## src/rtl/rcv_bit_timer_if.sv

```systemverilog
// rcv_bit_timer_if: serial line in, bit strobes and frame status out.
// master = timer side, slave = line driver / strobe consumer side.
interface rcv_bit_timer_if;
  logic serial_in;
  logic enable;
  logic shift_strobe;
  logic sample_data;
  logic packet_done;
  logic framing_error;
  logic parity_error;
  logic busy;

  modport master (
    input  serial_in,
    input  enable,
    output shift_strobe,
    output sample_data,
    output packet_done,
    output framing_error,
    output parity_error,
    output busy
  );

  modport slave (
    output serial_in,
    output enable,
    input  shift_strobe,
    input  sample_data,
    input  packet_done,
    input  framing_error,
    input  parity_error,
    input  busy
  );
endinterface

```

## src/rtl/rcv_bit_timer.sv

```systemverilog
// rcv_bit_timer: receive bit timing, mid-bit sampling and framing check.
// Optional even-parity stage built when RCV_PARITY_EN is defined.
module rcv_bit_timer #(
  parameter int CLKS_PER_BIT = 10,
  parameter int DATA_BITS    = 8
) (
  input logic             clk,
  input logic             n_rst,
  rcv_bit_timer_if.master bus
);

  localparam int CW = $clog2(CLKS_PER_BIT + 1);
  localparam int BW = $clog2(DATA_BITS + 1);

  // counter value seen in the cycle a wait ends
  localparam logic [CW-1:0] CNT_FULL = CW'(CLKS_PER_BIT);
  localparam logic [CW-1:0] CNT_MID  = CW'(CLKS_PER_BIT / 2 - 1);
  localparam logic [CW-1:0] CNT_BIT  = CW'(CLKS_PER_BIT - 1);
  localparam logic [BW-1:0] BIT_LAST = BW'(DATA_BITS - 1);

  typedef enum logic [2:0] {
    IDLE,
    HALF,
    DATA,
`ifdef RCV_PARITY_EN
    PARITY,
`endif
    STOP
  } state_t;

  state_t state_q, state_d;

  logic sync1, sync2, prev;
  logic start;

  logic [CW-1:0] cnt_q, cnt_d;
  logic [BW-1:0] bit_q, bit_d;

  logic strobe_q, strobe_d;
  logic sample_q, sample_d;
  logic done_q, done_d;
  logic ferr_q, ferr_d;
  logic busy_q, busy_d;

  logic tick_mid, tick_bit;

`ifdef RCV_PARITY_EN
  logic par_q, par_d;
  logic perr_q, perr_d;
`endif

  assign start    = bus.enable & prev & ~sync2;
  assign tick_mid = (cnt_q == CNT_MID);
  assign tick_bit = (cnt_q == CNT_BIT);

  // two-stage synchronizer plus edge history, idle-high on reset
  always_ff @(posedge clk or negedge n_rst) begin
    if (!n_rst) begin
      sync1 <= 1'b1;
      sync2 <= 1'b1;
      prev  <= 1'b1;
    end else begin
      sync1 <= bus.serial_in;
      sync2 <= sync1;
      prev  <= sync2;
    end
  end

  // next state, counters and next output values
  always_comb begin
    state_d  = state_q;
    bit_d    = bit_q;
    strobe_d = 1'b0;
    sample_d = sample_q;
    done_d   = 1'b0;
    ferr_d   = ferr_q;
`ifdef RCV_PARITY_EN
    par_d    = par_q;
    perr_d   = perr_q;
`endif

    unique case (state_q)
      IDLE: begin
        bit_d = '0;
`ifdef RCV_PARITY_EN
        par_d = 1'b0;
`endif
        if (start) state_d = HALF;
      end
      HALF: begin
        if (tick_mid) begin
          if (!sync2) begin
            state_d = DATA;
            ferr_d  = 1'b0;
`ifdef RCV_PARITY_EN
            perr_d  = 1'b0;
`endif
          end else begin
            state_d = IDLE;
          end
        end
      end
      DATA: begin
        if (tick_bit) begin
          strobe_d = 1'b1;
          sample_d = sync2;
          bit_d    = bit_q + 1'b1;
`ifdef RCV_PARITY_EN
          par_d    = par_q ^ sync2;
`endif
          if (bit_q == BIT_LAST) begin
`ifdef RCV_PARITY_EN
            state_d = PARITY;
`else
            state_d = STOP;
`endif
          end
        end
      end
`ifdef RCV_PARITY_EN
      PARITY: begin
        if (tick_bit) begin
          if (sync2 ^ par_q) perr_d = 1'b1;
          state_d = STOP;
        end
      end
`endif
      STOP: begin
        if (tick_bit) begin
          if (sync2) done_d = 1'b1;
          else       ferr_d = 1'b1;
          state_d = IDLE;
        end
      end
      default: state_d = IDLE;
    endcase

    // disable mid-frame drops the frame silently
    if (state_q != IDLE && !bus.enable) begin
      state_d  = IDLE;
      bit_d    = bit_q;
      strobe_d = 1'b0;
      sample_d = sample_q;
      done_d   = 1'b0;
      ferr_d   = ferr_q;
`ifdef RCV_PARITY_EN
      par_d    = par_q;
      perr_d   = perr_q;
`endif
    end

    busy_d = (state_d != IDLE);

    if (state_d != state_q || state_d == IDLE) begin
      cnt_d = '0;
    end else if (cnt_q == CNT_FULL) begin
      cnt_d = CW'(1);
    end else begin
      cnt_d = cnt_q + 1'b1;
    end
  end

  // state and counter registers
  always_ff @(posedge clk or negedge n_rst) begin
    if (!n_rst) begin
      state_q <= IDLE;
      cnt_q   <= '0;
      bit_q   <= '0;
    end else begin
      state_q <= state_d;
      cnt_q   <= cnt_d;
      bit_q   <= bit_d;
    end
  end

  // registered outputs
  always_ff @(posedge clk or negedge n_rst) begin
    if (!n_rst) begin
      strobe_q <= 1'b0;
      sample_q <= 1'b0;
      done_q   <= 1'b0;
      ferr_q   <= 1'b0;
      busy_q   <= 1'b0;
    end else begin
      strobe_q <= strobe_d;
      sample_q <= sample_d;
      done_q   <= done_d;
      ferr_q   <= ferr_d;
      busy_q   <= busy_d;
    end
  end

`ifdef RCV_PARITY_EN
  // running data parity and sticky parity flag
  always_ff @(posedge clk or negedge n_rst) begin
    if (!n_rst) begin
      par_q  <= 1'b0;
      perr_q <= 1'b0;
    end else begin
      par_q  <= par_d;
      perr_q <= perr_d;
    end
  end

  assign bus.parity_error = perr_q;
`else
  assign bus.parity_error = 1'b0;
`endif

  assign bus.shift_strobe  = strobe_q;
  assign bus.sample_data   = sample_q;
  assign bus.packet_done   = done_q;
  assign bus.framing_error = ferr_q;
  assign bus.busy          = busy_q;

endmodule

```

## src/flat_wrapper.sv

```systemverilog
// flat-port wrapper written by rule: the top's interface ports become plain ports
module rcv_bit_timer_flat 
#(
  parameter int CLKS_PER_BIT = 10,
  parameter int DATA_BITS    = 8
)
  (clk, n_rst, bus_serial_in, bus_enable, bus_shift_strobe, bus_sample_data, bus_packet_done, bus_framing_error, bus_parity_error, bus_busy);
  rcv_bit_timer_if bus_i ();
  input logic clk;
  input logic n_rst;
  input wire logic [$bits(bus_i.serial_in)-1:0] bus_serial_in;
  input wire logic [$bits(bus_i.enable)-1:0] bus_enable;
  output wire logic [$bits(bus_i.shift_strobe)-1:0] bus_shift_strobe;
  output wire logic [$bits(bus_i.sample_data)-1:0] bus_sample_data;
  output wire logic [$bits(bus_i.packet_done)-1:0] bus_packet_done;
  output wire logic [$bits(bus_i.framing_error)-1:0] bus_framing_error;
  output wire logic [$bits(bus_i.parity_error)-1:0] bus_parity_error;
  output wire logic [$bits(bus_i.busy)-1:0] bus_busy;
  assign bus_i.serial_in = bus_serial_in;
  assign bus_i.enable = bus_enable;
  assign bus_shift_strobe = bus_i.shift_strobe;
  assign bus_sample_data = bus_i.sample_data;
  assign bus_packet_done = bus_i.packet_done;
  assign bus_framing_error = bus_i.framing_error;
  assign bus_parity_error = bus_i.parity_error;
  assign bus_busy = bus_i.busy;
  rcv_bit_timer #(.CLKS_PER_BIT(CLKS_PER_BIT), .DATA_BITS(DATA_BITS)) u_core (.clk(clk), .n_rst(n_rst), .bus(bus_i));
endmodule
```

## config.mk

```make
export PLATFORM = sky130hd
export DESIGN_NAME = rcv_bit_timer_flat
export DESIGN_NICKNAME = d
export VERILOG_FILES = /design/src/rtl/rcv_bit_timer_if.sv /design/src/rtl/rcv_bit_timer.sv /design/src/flat_wrapper.sv
export SDC_FILE = /design/constraint.sdc
export NUM_CORES = 1
export LEC_CHECK = 0
export ABC_AREA = 1
export CAP_MARGIN = 20
export CORE_MARGIN = 4
export CORE_UTILIZATION = 55
export DETAILED_ROUTE_END_ITERATION = 10
export HOLD_SLACK_MARGIN = 0.1
export MAX_ROUTING_LAYER = met4
export PLACE_DENSITY = 0.75
export SLEW_MARGIN = 15
export SYNTH_ARGS = -nofsm -noshare
export SYNTH_HDL_FRONTEND = slang
export SYNTH_SLANG_ARGS = --single-unit
```

## constraint.sdc

```tcl
create_clock -name clk -period 3.58 [get_ports clk]
set_input_delay 0.358 -clock clk [delete_from_list [all_inputs] [get_ports clk]]
set_output_delay 0.358 -clock clk [all_outputs]
set_load 0.01 [all_outputs]
```

Word level (Yosys, flattened, before mapping). Cells that the tools add are included. Widths: inputs -> output; s select.

Bits in latches: 0. ROM bits: 0. Register bits: 19. Bits in writable memories: 0. Input port bits: 4. Logic and storage cells: 66. Output and inout port bits: 6. Memories kept: 0.

Bitwise logic cells: 4. Multipliers: 0. Add/sub/neg operators: 2. Magnitude comparators: 0. Shift operators: 0. Multiplexer cells: 24. Divide/modulo/power cells: 0. Reductions and logical operators: 12. Equality and inequality tests: 13.

Operators with widths (number): $mux 3 (6); $mux 4 (3); $pmux 3 s4 (1); $mux 1 (11); $add 4x1->4 const B (2); $eq 4x3->1 const B (2); $eq 4x4->1 const B (2); $pmux 4 s2 (1); $eq 3x2->1 const B (2); $logic_not 3->1 (2); $ne 2x1->1 const B (3); $reduce_and 3->1 (2); $reduce_and 6->1 (1); $reduce_bool 3->1 (2); $ne 2x2->1 const B (2); $reduce_bool 2->1 (2); $eq 3x1->1 const B (1); $ne 3x3->1 (1); $and 1x1->1 (2); $mux 2 (1); $not 1->1 (2); $pmux 1 s2 (1); $logic_and 1x1->1 (1); $logic_not 1->1 (1); $logic_or 1x1->1 (1).

Logic depth before layout (Yosys ltp). Gate-level depths: netlist of the first run.

Word-level depth: 8. Gate-level depth with buffers: 13. Mapped depth without buffers: 13.

Least setup slack after synthesis of the first run. Ideal clock, no wire load.

Path type: reg2reg. Start point: reg u_core.state_q[0]. End point: reg u_core.bit_q[3]. Library setup time: 0.129 ns. Cell stages (with the launch flop): 8. Slack: 2.171 ns. Period minus slack after synthesis: 1.409 ns. Required time: 3.451 ns. Buffers on the path: 0. Data arrival time: 1.280 ns. Path through: dfrtp_1 > nor3_4 > nor2_2 > nor2_4 > nor2_2 > nor2_4 > nand2_1 > nor3b_2.

Longest elaborated chain between the ends: 4. Elaborated cells on any way between the ends: 9. Classes of those cells: eq/ne: 2; mux: 1; bitwise: 1; reduce/logical: 5.

Ends and longest elaborated chain: from (decl) (line rcv_bit_timer.sv:31) `state_t state_q, state_d;`; from (signal assigned) (line rcv_bit_timer.sv:170) `state_q <= state_d;`; parallel branches: the longest is 4 deep, another holds $eq 3x2->1; to (signal assigned) (line rcv_bit_timer.sv:172) `bit_q <= bit_d;`; to (decl) (line rcv_bit_timer.sv:37) `logic [BW-1:0] bit_q, bit_d;`.

Parallel ways; which one is timed is not known. A chain may end at the register's enable or synchronous reset.

Worst setup path after layout of the first run. Ends and elaborated chain as after synthesis.

==> flow_metrics.env, run 1 <==
export IMPL_synth_cell_type_count=21
export IMPL_nets=127
export IMPL_cts_tree="done"
export IMPL_grt_pass1_vias=635
export IMPL_worstPathMaxFanout=6
export IMPL_ff2ff_path_depth=7
export IMPL_setup_ws_ps=2030
export IMPL_cts_sinks=19
export IMPL_clk_path_buf_depth=2
export IMPL_num_io_pins=10
export IMPL_grt_busiest_layer="met2"
export IMPL_yosysSeqAreaShare_pct=51.8
export IMPL_setup_viol=0
export IMPL_tightest_slew_ps=809
export IMPL_io_buffers=8
export IMPL_rows=14
export IMPL_clkLatencyLatePin_ps=290
export IMPL_leakagePower_nw=0.493
export IMPL_whs_path_depth=0
export IMPL_dpl_cell_area_um2=1020
export IMPL_post_route_min_period_ps=1550
export IMPL_postSynthAreaPerCell_um2=8.49
export IMPL_min_to="u_core.sync2"
export IMPL_clock_skew_ps=1.57
export IMPL_clkTransAtPathRegs_ps=100
export IMPL_synth_area_um2=926
export IMPL_grt_setup_unrepaired="false"
export IMPL_gr_usage_met3_pct=3.06
export IMPL_cts_hold_buffers=0
export IMPL_fmaxAchievable_mhz=647
export IMPL_die_area_um2=2400
export IMPL_cts_setup_buffers=0
export IMPL_slew_headroom_pct=45.9
export IMPL_drv_cap=0
export IMPL_hold_viol_final=0
export IMPL_end_kind="register"
export IMPL_antenna_left=0
export IMPL_max_vdd_ir_drop_v=0.000271
export IMPL_drv_slew=0
export IMPL_grt_max_degree=20
export IMPL_cts_root_buf="clkbuf_4"
export IMPL_critical_path_class="register to register"
export IMPL_drt_iter0_drc=16
export IMPL_fin_cells=137
export IMPL_hold_class="register to register"
export IMPL_yosys_warnings=0
export IMPL_grt_pass1_wl_um=2620
export IMPL_dp_slack_ps=1850
export IMPL_diodes=0
export IMPL_dp_cells=133
export IMPL_arrival_ps=1720
export IMPL_ys_ff_latch=19
export IMPL_overflow=0
export IMPL_die_y_um=49.0
export IMPL_cts_resized=0
export IMPL_worst_r2r_setup_slack_ps=2030
export IMPL_r2r_start="u_core.state_q[0]"
export IMPL_outcome="finished, final reports clean"
export IMPL_gp_congestion=0.869
export IMPL_critPathLaunchType="register"
export IMPL_worstPathRequired_ps=3760
export IMPL_grt_use_total_pct=14.4
export IMPL_coreArea_um2=1540
export IMPL_worstHoldStart="u_core.sync1"
export IMPL_cts_max_level=1
export IMPL_via_count=712
export IMPL_antenna_found_initial=0
export IMPL_post_route_cell_area_um2=1050
export IMPL_dr_pass1_iters=4
export IMPL_numCtsBuffers=3
export IMPL_die_x_um=49.0
export IMPL_synth_cells=109
export IMPL_route_detailed_drc=0
export IMPL_r2r_end="u_core.bit_q[3]"
export IMPL_fin_crit_sh_pct=43.2
export IMPL_wirelength_um=1480
export IMPL_drive_gt1_share_pct=18.2
export IMPL_fin_tns_setup_ps=0
export IMPL_vias_per_cell=5.20
export IMPL_p_per_area_nw_per_um2=343
export IMPL_avgRoutedWirePerCell_um=10.8
export IMPL_post_dp_hpwl_um=1150
export IMPL_initial_core_util_pct=60.1
export IMPL_grt_use_met1_pct=18.0
export IMPL_area_growth_pct=13.2
export IMPL_gr_usage_met2_pct=20.9
==> layout by cell type, fill, tap and decap left out <==
cell	n
a21oi_1	6
a22o_2	1
clkbuf_1	1
clkbuf_4	3
clkdlybuf4s50_1	8
conb_1	2
dfrtp_1	16
dfstp_2	3
ha_1	1
inv_1	13
inv_2	3
nand2_1	20
nand2_2	4
nand3_1	7
nand4_1	2
nor2_1	18
nor2_2	4
nor2_4	2
nor3_4	1
nor3b_2	1
nor4_1	2
o21ai_0	2
xor2_1	1
==> cell type report <==
class | count | area [um2]
Inverter | 16 | 60.1
Sequential cell | 19 | 479
Multi-Input combinational cell | 74 | 383
Clock buffer | 4 | 26.3
Timing Repair Buffer | 8 | 80.1
Tap cell | 16 | 20.0
Fill cell | 123 | 493
==> registers in the layout, summed over array words and instances, names as in the netlist <==
signal / count
u_core.cnt_q: 4
u_core.prev: 1
u_core.bus.shift_strobe: 1
u_core.bus.framing_error: 1
u_core.sync1: 1
u_core.bus.busy: 1
u_core.state_q: 3
u_core.bus.packet_done: 1
u_core.bus.sample_data: 1
u_core.bit_q: 4
u_core.sync2: 1
==> Yosys cell counts (all sizes together) <==
library cell	count	area share [%]
dfrtp	16	43
inv	16	6.5
nor3	1	1.8
buf	1	0.81
ha	1	1.4
dfstp	3	8.5
xor2	1	0.95
nand3	7	3.8
nor2	24	12
nand4	2	1.4
a21oi	6	3.2
nand2	24	11
a22o	1	1.1
conb	1	0.41
o21ai	2	1.1
nor3b	1	1.4
nor4	2	1.4
==> how the worst max path moves through the flow <==
stage / startpoint / to / slack (ps) / depth (start not counted)
3_3_place_gp: bus_enable / u_core.bit_q[2] / 1860 / 7
5_1_grt: u_core.cnt_q[0] / u_core.cnt_q[2] / 1830 / 13
2_1_floorplan: u_core.state_q[0] / u_core.bit_q[3] / 2170 / 7
6_report: u_core.state_q[0] / u_core.bit_q[3] / 2030 / 7
3_5_place_dp: bus_enable / u_core.bit_q[2] / 1850 / 7
4_1_cts: u_core.state_q[0] / u_core.bit_q[3] / 2020 / 7
==> critical path, stage by stage, from the launching register on <==
cell	delay (ps)
dfrtp_1	470
nor3_4	310
nor2_2	120
nor2_4	160
nor2_2	80
nor2_4	100
nand2_1	40
nor3b_2	140
==> logic make-up after synthesis <==
family / Yosys count / share of synthesized area (%)
AOI/OAI and AO/OA: 9 / 5.41
and+or+nand+nor: 61 / 32.8
other: 1 / 0.405
adders and majority gates: 1 / 1.35
xor gates and xnor gates: 1 / 0.946
DFF: 19 / 51.8
buffers and inverters: 17 / 7.30
==> per-layer routing <==
metal / part of all wire (%) / vias to the layer above
met5: 0 / -
met4: 3.0 / 0
met3: 4.3 / 4
met2: 43 / 18
met1: 49 / 326
li1: - / 364
==> stage by stage <==
stage | total power, mW | utilization [%] | hold slack [ps]
finish | 0.360 | 68.0 | 367
floorplan | 0.246 | - | 62.4
global placement | 0.258 | 66.3 | 354
global route | 0.382 | 68.0 | 375
detailed placement | 0.259 | 66.3 | 349
CTS | 0.364 | 68.0 | 369
==> power by group <==
group	internal, mW	leakage [nW]	switching (mW)
logic	0.0103	0.229	0.0176
registers	0.221	0.249	0.00521
clock network	0.0434	0.0150	0.0617
Power figures use the tool's default switching activity.
==> inputs of run 2 (changes only) <==
- CORE_UTILIZATION: 55 -> 53
- PLACE_DENSITY: 0.75 -> 0.73
- clock period: 3.58 -> 1.5 ns (I/O delays scaled with it)
==> flow_metrics.env, run 2 (synthesis gave the netlist of run 1 again) <==
export IMPL_outcome="finished with violations"
export IMPL_violations="setup timing"
export IMPL_swShare_pct=26.1
export IMPL_grt_max_degree=20
export IMPL_coreArea_um2=1580
export IMPL_critical_path_class="register to register"
export IMPL_dp_cells=138
export IMPL_avgRoutedWirePerCell_um=15.1
export IMPL_drt_iter0_drc=28
export IMPL_layout_common_cells="buf_4, nand2_1, dfrtp_1"
export IMPL_setup_ws_ps=-67.0
export IMPL_p_int_mw=0.672
export IMPL_r2r_start="u_core.state_q[1]"
export IMPL_r2r_end="u_core.cnt_q[1]"
export IMPL_die_area_um2=2480
export IMPL_cts_hold_buffers=0
export IMPL_rows=14
export IMPL_path_cells="inv_1 > nand3_2 > inv_1 > nand2_1 > nand4_1 > nand2_1 > nand2_1 > nand2_2 > nand2_4 > nor2_2"
export IMPL_post_dp_hpwl_um=1390
export IMPL_diodes=0
export IMPL_fillers=95
export IMPL_wirelength_um=2330
export IMPL_setup_viol=4
export IMPL_power_mw=0.910
export IMPL_area_growth_pct=38.2
export IMPL_register_area_um2=484
export IMPL_io_buffers=8
export IMPL_dr_pass1_iters=4
export IMPL_grt_pass1_wl_um=3130
export IMPL_dpl_cell_area_um2=1060
export IMPL_endpoint="u_core.cnt_q[1]"
export IMPL_post_route_cell_area_um2=1280
export IMPL_gp_congestion=0.847
export IMPL_seqPwrFrac_pct=59.3
export IMPL_arrival_ps=1780
export IMPL_route_detailed_drc=0
export IMPL_cts_tree="done"
export IMPL_max_vdd_ir_drop_v=0.000580
export IMPL_drv_cap=0
export IMPL_end_kind="register"
export IMPL_leakagePower_nw=0.593
export IMPL_clock_skew_ps=16.0
export IMPL_overflow=0
export IMPL_clk_path_buf_depth=2
export IMPL_grt_use_total_pct=17.1
export IMPL_cts_root_buf="clkbuf_4"
export IMPL_antenna_found_initial=0
export IMPL_post_route_min_period_ps=1570
export IMPL_die_y_um=49.8
export IMPL_grt_pass1_vias=766
export IMPL_hold_viol_final=0
export IMPL_crit_path_frequent_cell="nand2_1"
export IMPL_slowest_stage="dfrtp_2"
export IMPL_drv_slew=0
export IMPL_grt_setup_unrepaired="true"
export IMPL_critPathLaunchType="register"
export IMPL_layout_commonest_cell="buf_4"
export IMPL_cts_max_level=1
export IMPL_cts_sinks=19
export IMPL_nets=144
export IMPL_num_io_pins=10
export IMPL_p_per_area_nw_per_um2=711
export IMPL_antenna_left=0
export IMPL_initial_core_util_pct=58.7
export IMPL_fmaxAchievable_mhz=638
export IMPL_largestRegisters="u_core.bit_q x4, u_core.cnt_q x4, u_core.state_q x3"
export IMPL_drive_gt1_share_pct=48.6
export IMPL_fin_cells=154
export IMPL_hold_class="primary input to asynchronous set/reset pin"
export IMPL_via_count=857
export IMPL_clkLatencyLatePin_ps=310
export IMPL_p_clk_share_pct=29.3
export IMPL_p_switching_mw=0.238
export IMPL_vias_per_cell=5.56
export IMPL_die_x_um=49.8
export IMPL_whs_ps=152
export IMPL_ff2ff_path_depth=10
export IMPL_multi_input_area_um2=477
export IMPL_worstPathRequired_ps=1710
export IMPL_worst_r2r_setup_slack_ps=-70
export IMPL_p_comb_share_pct=11.4
export IMPL_numCtsBuffers=3
export IMPL_fin_tns_setup_ps=-233
export IMPL_max_stage_delay_ps=500
export IMPL_crit_start="u_core.state_q[1]"
export IMPL_fin_crit_sh_pct=104
export IMPL_worstPathMaxFanout=5
export IMPL_clkTransAtPathRegs_ps=120
## run 2: cell count changes in the layout (fill, tap and decap cells not counted), moves of 2 or more
cell     change
dfrtp_1      -4
nand2_4      +2
dfrtp_2      +4
nand3_2      +2
buf_4       +16
nor2_1      -11
inv_2        +3
nand2_2      +3
nand2_1      -5
nor2_4       +5
nand3_1      -2
nor2_2       +6
inv_1        -3
## run 2: metal layers
metal  GRT usage [%]  wire, um  vias to the layer above
met2            27.8      1150                       37
met4            9.68       129                        0
met5               -         0                        -
met3            3.92       107                       12
li1                -         -                      396
met1            19.3       935                      412
## run 2: layout make-up
type | count | area share, %
inverter | 16 | 4.69
clock buffer | 3 | 1.76
tap | 16 | 1.56
timing repair buffer | 25 | 16.5
multi-input combinational | 74 | 37.2
clock inverter | 1 | 0.391
sequential | 19 | 37.8
## run 2: how the worst min path moves through the flow
stage / startpoint / endpoint / slack (ps) / cells after the start
2_1_floorplan: n_rst / u_core.bit_q[0] / -150 / 0
3_3_place_gp: u_core.sync1 / u_core.sync2 / 350 / 0
3_5_place_dp: u_core.sync1 / u_core.sync2 / 350 / 0
4_1_cts: n_rst / u_core.bus.framing_error / 170 / 2
5_1_grt: n_rst / u_core.bus.packet_done / 160 / 2
6_report: n_rst / u_core.bus.framing_error / 150 / 2
## run 2: timing repair
item / in CTS / in global routing
buffers inserted: 1 / 12
endpoints found under the setup margin: 4 / 9
gates resized for setup: 1 / 34
pin swaps: 1 / 11
## run 2: worst max-delay path, delay by kind of cell (launching register included)
kind | cells | cell delay [ps]
and+or+nand+nor | 8 | 740
DFF | 1 | 500
buffers and inverters | 2 | 230
## run 2: per-stage QoR
step                      util, %  worst slack [ps]
after floorplan                 -              90.6
after global placement       67.2              23.3
after detailed placement     67.2             -16.8
after CTS                    69.6              2.31
after global routing         81.2              -181
final                        81.2             -67.0
## run 2: power groups by stage
stage               Clock, mW  Sequential, mW  Combinational (mW)
floorplan                   0           0.549              0.0384
global placement            0           0.549              0.0749
detailed placement          0           0.549              0.0774
CTS                     0.265           0.540              0.0790
global route            0.299           0.541               0.114
finish                  0.267           0.540               0.104
==> inputs of run 3 (changes only) <==
- RECOVER_POWER: default -> 50
==> flow_metrics.env, run 3 (synthesis gave the netlist of run 1 again) <==
export IMPL_vias_per_cell=5.55
export IMPL_fin_tns_setup_ps=-220
export IMPL_worst_r2r_setup_slack_ps=-60
export IMPL_clkLatencyLatePin_ps=310
export IMPL_wirelength_um=2330
export IMPL_outcome="finished with violations"
export IMPL_grt_max_degree=20
export IMPL_grt_use_total_pct=17.1
export IMPL_max_stage_delay_ps=500
export IMPL_max_vdd_ir_drop_v=0.000575
export IMPL_cts_max_level=1
export IMPL_leakagePower_nw=0.590
export IMPL_cts_sinks=19
export IMPL_cp_num_buf_inv=2
export IMPL_r2r_start="u_core.state_q[1]"
export IMPL_hold_viol_final=0
export IMPL_antenna_found_initial=0
export IMPL_drive_gt1_share_pct=47.8
export IMPL_path_cells="inv_1 > nand3_2 > inv_1 > nand2_1 > nand4_1 > nand2_1 > nand2_1 > nand2_2 > nand2_4 > nor2_2"
export IMPL_io_buffers=8
export IMPL_slowest_stage="dfrtp_2"
export IMPL_avgRoutedWirePerCell_um=15.1
export IMPL_area_growth_pct=37.8
export IMPL_clkTransAtPathRegs_ps=120
export IMPL_critical_path_class="register to register"
export IMPL_drt_iter0_drc=28
export IMPL_nets=144
export IMPL_coreArea_um2=1580
export IMPL_post_dp_hpwl_um=1390
export IMPL_whs_ps=365
export IMPL_end_kind="register"
export IMPL_numCtsBuffers=3
export IMPL_route_detailed_drc=0
export IMPL_drv_slew=0
export IMPL_die_area_um2=2480
export IMPL_rows=14
export IMPL_post_route_cell_area_um2=1280
export IMPL_crit_path_frequent_cell="nand2_1"
export IMPL_critPathLaunchType="register"
export IMPL_setup_ws_ps=-63.6
export IMPL_diodes=0
export IMPL_layout_common_cells="nand2_1, buf_4, dfrtp_1"
export IMPL_worstHoldStart="u_core.sync1"
export IMPL_grt_setup_unrepaired="true"
export IMPL_die_y_um=49.8
export IMPL_cts_tree="done"
export IMPL_cts_hold_buffers=0
export IMPL_drv_cap=0
export IMPL_post_route_min_period_ps=1560
export IMPL_grt_pass1_vias=766
export IMPL_p_per_area_nw_per_um2=710
export IMPL_tightest_slew_ps=1010
export IMPL_die_x_um=49.8
export IMPL_crit_start="u_core.state_q[1]"
export IMPL_fin_crit_sh_pct=104
export IMPL_arrival_ps=1780
export IMPL_fmaxAchievable_mhz=640
export IMPL_final_util_pct=81.0
export IMPL_antenna_left=0
export IMPL_hold_class="register to register"
export IMPL_grt_pass1_wl_um=3130
export IMPL_largestRegisters="u_core.bit_q x4, u_core.cnt_q x4, u_core.state_q x3"
export IMPL_via_count=854
export IMPL_gp_congestion=0.847
export IMPL_clk_path_buf_depth=2
export IMPL_initial_core_util_pct=58.7
export IMPL_slew_headroom_pct=33.0
export IMPL_worstPathRequired_ps=1710
export IMPL_cts_root_buf="clkbuf_4"
export IMPL_overflow=0
export IMPL_num_io_pins=10
export IMPL_path_delay_family="simple AND/OR/NAND/NOR gates"
export IMPL_dp_slack_ps=-16.8
export IMPL_violations="setup timing"
export IMPL_worstPathMaxFanout=5
export IMPL_clock_skew_ps=15.7
export IMPL_dpl_cell_area_um2=1060
export IMPL_dr_pass1_iters=4
export IMPL_setup_viol=4
[run 3: through the flow]
| stage | cells | power, mW |
|---|---|---|
| after CTS | 143 | 0.884 |
| after floorplan | 110 | 0.588 |
| after global routing | 154 | 0.951 |
| after global placement | 138 | 0.624 |
| after detailed placement | 138 | 0.627 |
| final | 154 | 0.906 |
[run 3: final timing paths]
check                                            to  cells past startpoint
min                                    u_core.sync2                      0
min reg2reg                            u_core.sync2                      0
max                                 u_core.cnt_q[1]                     10
max reg2reg                         u_core.cnt_q[1]                     10
max in group asynchronous         u_core.state_q[2]                      2
min in group asynchronous  u_core.bus.framing_error                      2
[run 3: power by group]
group          internal (mW)  total (mW)  leakage, nW  switching, mW
logic                 0.0415       0.102        0.329         0.0603
clock network         0.0996       0.265       0.0177          0.165
registers              0.529       0.540        0.243         0.0106
total                  0.670       0.906        0.590          0.236
[run 3: repair_timing]
action	in CTS	in global routing
resized for setup	1	34
endpoints found under the setup margin	4	9
pin swaps	1	11
cloned	0	0
setup buffers	1	12
hold endpoints to repair	0	0
[run 3: final cells by class]
cell class	instances	area, um2
clock inverter	1	5.00
tap	16	20.0
clock buffer	3	22.5
fill	97	300
inverter	16	60.1
sequential	19	484
multi-input combinational	74	477
timing repair buffer	25	208
[run 3: routing by layer]
| metal | GRT usage (%) | vias to the layer above | share of wire, % |
|---|---|---|---|
| met1 | 19.3 | 409 | 41 |
| met4 | 9.68 | 0 | 5.5 |
| met2 | 27.8 | 37 | 49 |
| li1 | - | 396 | - |
| met3 | 3.92 | 12 | 4.0 |
| met5 | - | - | 0 |
[run 3: worst reg2reg max path, delay by kind of cell (launching register included)]
kind / cells / cell delay, ps
flops: 1 / 500
simple gates: 8 / 740
buf+inv: 2 / 230
